[src/rtl/lsnn_layer.sv]
// ============================================================================
// Module      : lsnn_layer
// Description : Layer of NUM_NEURONS adaptive leaky integrate-and-fire neurons
//               with refractory period and an indexed debug readout.
//               Optional per-neuron spike counters: define LSNN_SPIKE_COUNT_EN.
// Revision    : 1.0 - initial release
// ============================================================================
`default_nettype none

module lsnn_layer #(
  parameter int NUM_NEURONS = 4,
  parameter int W           = 8,
  parameter int LEAK_SHIFT  = 1,
  parameter int B0          = 8,
  parameter int ADAPT_INC   = 4,
  parameter int ADAPT_SHIFT = 2,
  parameter int REFRAC      = 2,
  localparam int c_SEL_W    = (NUM_NEURONS > 1) ? $clog2(NUM_NEURONS) : 1
) (
  input  logic                     clk,
  input  logic                     rst_n,
  input  logic                     step,
  input  logic [NUM_NEURONS*W-1:0] cur_in,
`ifdef LSNN_SPIKE_COUNT_EN
  input  logic                     cnt_clr,
  output logic [W-1:0]             cnt_out,
`endif
  output logic [NUM_NEURONS-1:0]   spike_o,
  output logic                     spike_vld,
  input  logic [c_SEL_W-1:0]       sel,
  output logic [W-1:0]             thr_out,
  output logic [W-1:0]             mem_out
);

  localparam int           c_RW      = (REFRAC < 1) ? 1 : $clog2(REFRAC + 1);
  localparam logic [W:0]   c_B0      = (W+1)'(B0);
  localparam logic [W:0]   c_INC     = (W+1)'(ADAPT_INC);
  localparam logic [c_RW-1:0] c_REFRAC = c_RW'(REFRAC);

  logic [NUM_NEURONS-1:0][W-1:0] w_thr_all;
  logic [NUM_NEURONS-1:0][W-1:0] w_mem_all;
`ifdef LSNN_SPIKE_COUNT_EN
  logic [NUM_NEURONS-1:0][W-1:0] w_cnt_all;
`endif
  logic                          r_spike_vld;

  for (genvar gi = 0; gi < NUM_NEURONS; gi++) begin : g_neuron
    logic [W-1:0]    r_mem;
    logic [W-1:0]    r_adapt;
    logic [c_RW-1:0] r_refr;
    logic            r_spike;

    logic [W-1:0]    w_cur;
    logic [W:0]      w_thr_sum;
    logic [W:0]      w_v_sum;
    logic [W:0]      w_a_sum;
    logic [W-1:0]    w_thr;
    logic [W-1:0]    w_v;
    logic [W-1:0]    w_d;
    logic [W-1:0]    w_a_next;
    logic [W-1:0]    w_mem_next;
    logic [c_RW-1:0] w_refr_next;
    logic            w_fire;

    assign w_cur = cur_in[gi*W +: W];

    always_comb begin
      // Threshold is taken from the adaptation value before this step's update
      w_thr_sum   = c_B0 + {1'b0, r_adapt};
      w_thr       = w_thr_sum[W] ? '1 : w_thr_sum[W-1:0];
      w_v_sum     = {1'b0, (r_mem >> LEAK_SHIFT)} + {1'b0, w_cur};
      w_v         = w_v_sum[W] ? '1 : w_v_sum[W-1:0];
      w_fire      = (r_refr == '0) && (w_v >= w_thr);
      w_mem_next  = w_v;
      w_refr_next = r_refr;
      if (r_refr != '0) begin
        w_mem_next  = '0;
        w_refr_next = r_refr - 1'b1;
      end else if (w_fire) begin
        w_mem_next  = '0;
        w_refr_next = c_REFRAC;
      end
      w_d      = r_adapt - (r_adapt >> ADAPT_SHIFT);
      w_a_sum  = {1'b0, w_d} + (w_fire ? c_INC : '0);
      w_a_next = w_a_sum[W] ? '1 : w_a_sum[W-1:0];
    end

    always_ff @(posedge clk or posedge rst_n) begin
      if (rst_n) begin
        r_mem   <= '0;
        r_adapt <= '0;
        r_refr  <= '0;
        r_spike <= 1'b0;
      end else if (step) begin
        r_mem   <= w_mem_next;
        r_adapt <= w_a_next;
        r_refr  <= w_refr_next;
        r_spike <= w_fire;
      end
    end

    assign spike_o[gi]   = r_spike;
    assign w_thr_all[gi] = w_thr;
    assign w_mem_all[gi] = r_mem;

`ifdef LSNN_SPIKE_COUNT_EN
    logic [W-1:0] r_cnt;

    always_ff @(posedge clk or posedge rst_n) begin
      if (rst_n) begin
        r_cnt <= '0;
      end else if (cnt_clr) begin
        r_cnt <= '0;
      end else if (step && w_fire && (r_cnt != '1)) begin
        r_cnt <= r_cnt + 1'b1;
      end
    end

    assign w_cnt_all[gi] = r_cnt;
`endif
  end

  always_ff @(posedge clk or posedge rst_n) begin
    if (rst_n) begin
      r_spike_vld <= 1'b0;
    end else begin
      r_spike_vld <= step;
    end
  end

  assign spike_vld = r_spike_vld;

  // Out-of-range indices fall through every match and read zero
  always_comb begin
    thr_out = '0;
    mem_out = '0;
`ifdef LSNN_SPIKE_COUNT_EN
    cnt_out = '0;
`endif
    for (int k = 0; k < NUM_NEURONS; k++) begin
      if (sel == c_SEL_W'(k)) begin
        thr_out = w_thr_all[k];
        mem_out = w_mem_all[k];
`ifdef LSNN_SPIKE_COUNT_EN
        cnt_out = w_cnt_all[k];
`endif
      end
    end
  end

endmodule

`default_nettype wire

[config.mk]
export PLATFORM = sky130hd
export DESIGN_NAME = lsnn_layer
export DESIGN_NICKNAME = d
export VERILOG_FILES = /design/src/rtl/lsnn_layer.sv
export SDC_FILE = /design/constraint.sdc
export NUM_CORES = 1
export LEC_CHECK = 0
export ABC_CLOCK_PERIOD_IN_PS = 6300
export BUFFER_PORTS_ARGS = -buffer_cell sky130_fd_sc_hd__buf_2
export CORE_MARGIN = 2
export CORE_UTILIZATION = 55
export DETAILED_ROUTE_END_ITERATION = 7
export HOLD_SLACK_MARGIN = 0.02
export PLACE_DENSITY = 0.74
export SETUP_SLACK_MARGIN = 0.05
export SLEW_MARGIN = 20
export SYNTH_ARGS = -nofsm -noshare
export SYNTH_HDL_FRONTEND = slang
export SYNTH_SLANG_ARGS = --single-unit
[constraint.sdc]
create_clock -name clk -period 6.3 [get_ports clk]
set_clock_uncertainty 0.1 [all_clocks]
set_input_delay 0.315 -clock clk [delete_from_list [all_inputs] [get_ports clk]]
set_output_delay 0.315 -clock clk [all_outputs]
set_load 0.02 [all_outputs]
* Yosys cells after proc, flatten, opt, wreduce, memory -nomap -nowiden *
Index checks and enable logic that the tools add are counted.
Widths: inputs -> output; s select.

storage, ports and cells
  register bits after elaboration = 77
  latch bits = 0
  bits in writable memories = 0
  ROM bits = 0
  input bits = 37
  memories = 0

cells by class
  $add $sub $neg = 20
  $mul = 0
  divide/modulo/power cells = 0
  order comparisons = 4
  equality and inequality tests = 3
  shifts and indexed selects = 0
  multiplexer cells = 40
  bitwise logic cells = 0
  reductions and logical operators = 21

operators by type and width
  cell                 count
  $mux 8               28
  $add 4x8->9 const A  4
  $add 7x8->9          4
  $add 8x3->9          4
  $ge 8x8->1           4
  $sub 8x6->8          4
  $mux 2               8
  $reduce_bool 2->1    8
  $mux 3               4
  $logic_not 2->1      5
  $reduce_and 2->1     4
  $sub 2x1->2 const B  4
  $eq 2x2->1 const B   2
  $logic_and 1x1->1    4
  $eq 2x1->1 const B   1

* Depth between registers and ports, before layout *
  depth after elaboration = 7
  depth in mapped cells = 19
  depth with buffers taken out = 19

* Least setup slack after synthesis *
OpenSTA, ideal clock, no wires.

  path type = register -> register
  from = register g_neuron[3].r_mem[1]
  to = register g_neuron[3].r_adapt[0]
  library setup time = 143 ps
  arrival = 4136 ps
  setup slack = 1921 ps
  stages on the path, launching flop included = 19
  clock period less this slack = 4379 ps
  cell sequence = dfrtp_1 > ha_1 > fa_1 > a21o_1 > a21oi_1 > nor2b_1 > o311a_1 > or2_2 > ha_1 > a21o_1 > a21o_1 > a211oi_2 > o21ai_0 > and2_1 > ha_1 > ha_1 > nand4_1 > o31a_1 > a22oi_1

between the ends
  longest elaborated chain between the ends = 7

ends and longest elaborated chain
  element                       line  text
  start, declared               48    logic [W-1:0] r_mem;
  start signal, assigned        95    r_mem <= w_mem_next;
  $add 7x8->9                   71    w_v_sum = {1'b0, (r_mem >> LEAK_SHIFT)} + {1'b0, w_cur};
  $mux 8                        72    w_v = w_v_sum[W] ? '1 : w_v_sum[W-1:0];
  $ge 8x8->1                    73    w_fire = (r_refr == '0) && (w_v >= w_thr);
  $logic_and 1x1->1             73
  named net g_neuron[3].w_fire  63    logic w_fire;
  $mux 3                        84    w_a_sum = {1'b0, w_d} + (w_fire ? c_INC : '0);
  $add 8x3->9                   84
  $mux 8                        85    w_a_next = w_a_sum[W] ? '1 : w_a_sum[W-1:0];
  end signal, assigned          96    r_adapt <= w_a_next;
  end, declared                 49    logic [W-1:0] r_adapt;

The timed path passes the listed nets, and every way through them passes these cells.
A chain may end at the register's enable or synchronous reset.

* Worst setup path after layout *
  from = register g_neuron[3].r_mem[1]
  to = register g_neuron[3].r_adapt[5]

Same word-level chain as after synthesis.

==> flow_summary.ini <==
[timing]
setup_viol = 0
fin_setup_tns_ns = 0
rsz0062_at_grt = false
tightestPinTransition_ns = 0.750
period_minus_slack_ns = 4.90
final.period_utilization_pct = 77.7
hold_viol_final = 0
timing.slew.headroom_pct = 50.0
fmax_ghz = 0.204
maxSlewViolCount = 0

[pwr]
ir_drop_mv = 0.391
power_frac_comb_pct = 69.1
p_int_mw = 2.75
power.leakage_nw = 4.09
power_frac_seq_pct = 18.3
p_sw_share_pct = 47.6
powerDensity_nw_per_um2 = 621
switchingPower_mw = 2.50
clockPowerShare_pct = 12.7

[global_routing]
grt_max_degree = 78
grt-ovfl-total = 0
grt_usage_pct = 26.1
grt_pass1_vias = 6377
antenna_found_initial = 0
grt_pass1_wl_um = 30600

[clock_tree]
htree_levels = 3
holdBufCountCts = 0
post_cts_buffers = 0
clock_latency_ns = 0.36
clkTransAtPathRegs_ns = 0.06
numCtsBuffers = 9
cts_root_buffer = clkbuf_16
cts_buffer_depth = 2
cts_resized = 0
cts_tree = built
clock-sinks = 77

[placement]
dp_hpwl_um = 14100
dp_cells = 1050
routabilityCongestion = 0.933
numPortBuffers = 57

[floorplan]
die_w_um = 122
die-area_um2 = 14900
rows = 43
initial_core_util_pct = 55.7
io_pins = 58
core_um2 = 13800
die_h_um = 122

[detailed_routing]
viasPerCell = 6.18
via_count = 6588
wire_per_inst_um = 17.4
finalWirelength_um = 18600
first_pass_iters = 5
ant_nets = 0
drcViolationCount = 0
initialDrtViolationCount = 432

[final_layout]
nFillCells = 1227
diodes = 0
layout_common_cells = 104 x ha_1, 77 x dfrtp_1, 65 x nor2_1
multi_input_area_um2 = 5400
layout.cells.non_filler = 1066
seqCellArea_um2 = 1930
area_delta_synth_final_pct = 10.1
layout_commonest_cell = ha_1
nets = 1030
drive_gt1_share_pct = 13.5

[setup_path]
path_max_fanout = 7
end_kind = flop
crit_arrival_ns = 5.01
cp.required_ns = 6.42
path_class = flop to flop
start_kind = flop

[synth]
synthFlopType = dfrtp_1
ys_warn_count = 0
postSynth.asyncResetShare_pct = 100
synth_cell_type_count = 65
avgSynthCellArea_um2 = 9.13
postSynthCellCount = 841
synth_area_um2 = 7670
synth_edf_count = 0
synth-seq-area-share_pct = 25.1
synthesis.nets = 990
ys_ff_latch = 77

[status]
status = finished clean

[run]
max_cap_violations = 0

[min_path]
hp-class = input pin to asynchronous set/reset pin
## final timing paths
path                                       from                     end  slack (ns)  cells past startpoint
max in group asynchronous                 rst_n  g_neuron[0].r_adapt[2]        5.53                      3
max reg2reg                g_neuron[3].r_mem[1]  g_neuron[3].r_adapt[5]        1.40                     19
max                        g_neuron[3].r_mem[1]  g_neuron[3].r_adapt[5]        1.40                     19
min in group clk                     cur_in[16]    g_neuron[2].r_mem[0]        0.28                      4
min reg2reg                g_neuron[2].r_mem[0]    g_neuron[2].r_mem[0]        0.39                      1
min                                       rst_n  g_neuron[2].r_adapt[6]        0.04                      3
## state kept, by name (all words and copies together) (netlist names)
| name | flops |
|---|---|
| g_neuron.r_adapt | 32 |
| g_neuron.r_mem | 32 |
| g_neuron.r_refr | 8 |
| g_neuron.r_spike | 4 |
| spike_vld | 1 |
## through the flow
| stage | total power, mW | setup WS (ns) | area, um^2 | hold slack, ns | util, % |
|---|---|---|---|---|---|
| floorplan | 3.77 | 1.92 | 7670 | 0.246 | - |
| global placement | 4.47 | 1.51 | 8070 | 0.366 | 58.6 |
| detailed placement | 4.54 | 1.46 | 8070 | 0.372 | 58.6 |
| CTS | 5.24 | 1.42 | 8440 | 0.227 | 61.3 |
| global route | 5.78 | 1.08 | 8450 | 0.120 | 61.3 |
| finish | 5.25 | 1.40 | 8450 | 0.0425 | 61.3 |
## worst max-delay path, cell delays in order (launching register included)
cell	delay, ns
dfrtp_1	0.43
ha_1	0.23
fa_1	0.41
a21o_1	0.20
a21oi_1	0.22
nor2b_1	0.09
o311a_1	0.40
nor2_1	0.23
ha_1	0.27
nand2b_1	0.14
a21o_1	0.17
a21o_1	0.18
a211oi_2	0.39
o21ai_0	0.18
and2_1	0.20
ha_1	0.21
ha_1	0.22
nand4_1	0.16
o31a_1	0.24
a22oi_1	0.08
## Yosys cell counts (all sizes together) (11+ instances only)
master	n	share of area, %
xor2	11	1.3
mux2	13	1.9
a22o	16	1.8
dfrtp	77	25
o21ai	50	3.3
nand3	11	0.72
a22oi	16	1.6
nor4	15	1.2
nor2	65	3.2
inv	56	2.7
nand2	34	1.7
clkbuf	23	1.1
and2	15	1.2
a21oi	25	1.7
nor3	16	1.0
o31a	11	1.3
ha	104	17
nor2b	14	1.1
o21a	22	2.2
xnor2	23	2.6
a21o	22	2.2
nand2b	18	1.5
## routing by layer
metal / GRT usage, % / part of all wire [%] / vias to the layer above
met2: 45.6 / 49 / 118
met5: 0 / 0 / -
met4: 10.2 / 2.5 / 0
li1: - / - / 3276
met3: 2.90 / 3.0 / 34
met1: 32.9 / 45 / 3160
## power by group through the flow
stage	clock [mW]	sequential, mW	combinational [mW]
2_1_floorplan	0	0.832	2.94
3_3_place_gp	0	0.959	3.51
3_5_place_dp	0	0.964	3.58
4_1_cts	0.670	0.955	3.61
5_1_grt	0.693	0.990	4.10
6_report	0.665	0.958	3.62
## layout make-up
class / instances / share of cell area, %
multi-input combinational: 676 / 63.9
sequential: 77 / 22.8
timing repair buffer: 60 / 3.69
clock buffer: 10 / 2.83
tap: 180 / 2.67
inverter: 57 / 2.55
clock inverter: 6 / 1.58
## logic make-up (layout without fill, tap and decap cells)
group / after synthesis / in the layout / share of synthesized area, %
adder cells (fa/ha/maj): 112 / 112 / 19.0
flip-flops: 77 / 77 / 25.1
buffers and inverters: 88 / 133 / 4.60
AO/OA/AOI/OAI: 260 / 260 / 25.3
multiplexers: 32 / 32 / 5.85
XOR/XNOR: 34 / 34 / 3.88
AND/OR/NAND/NOR: 238 / 238 / 16.2
No activity file was read; power rests on OpenSTA's default activity.
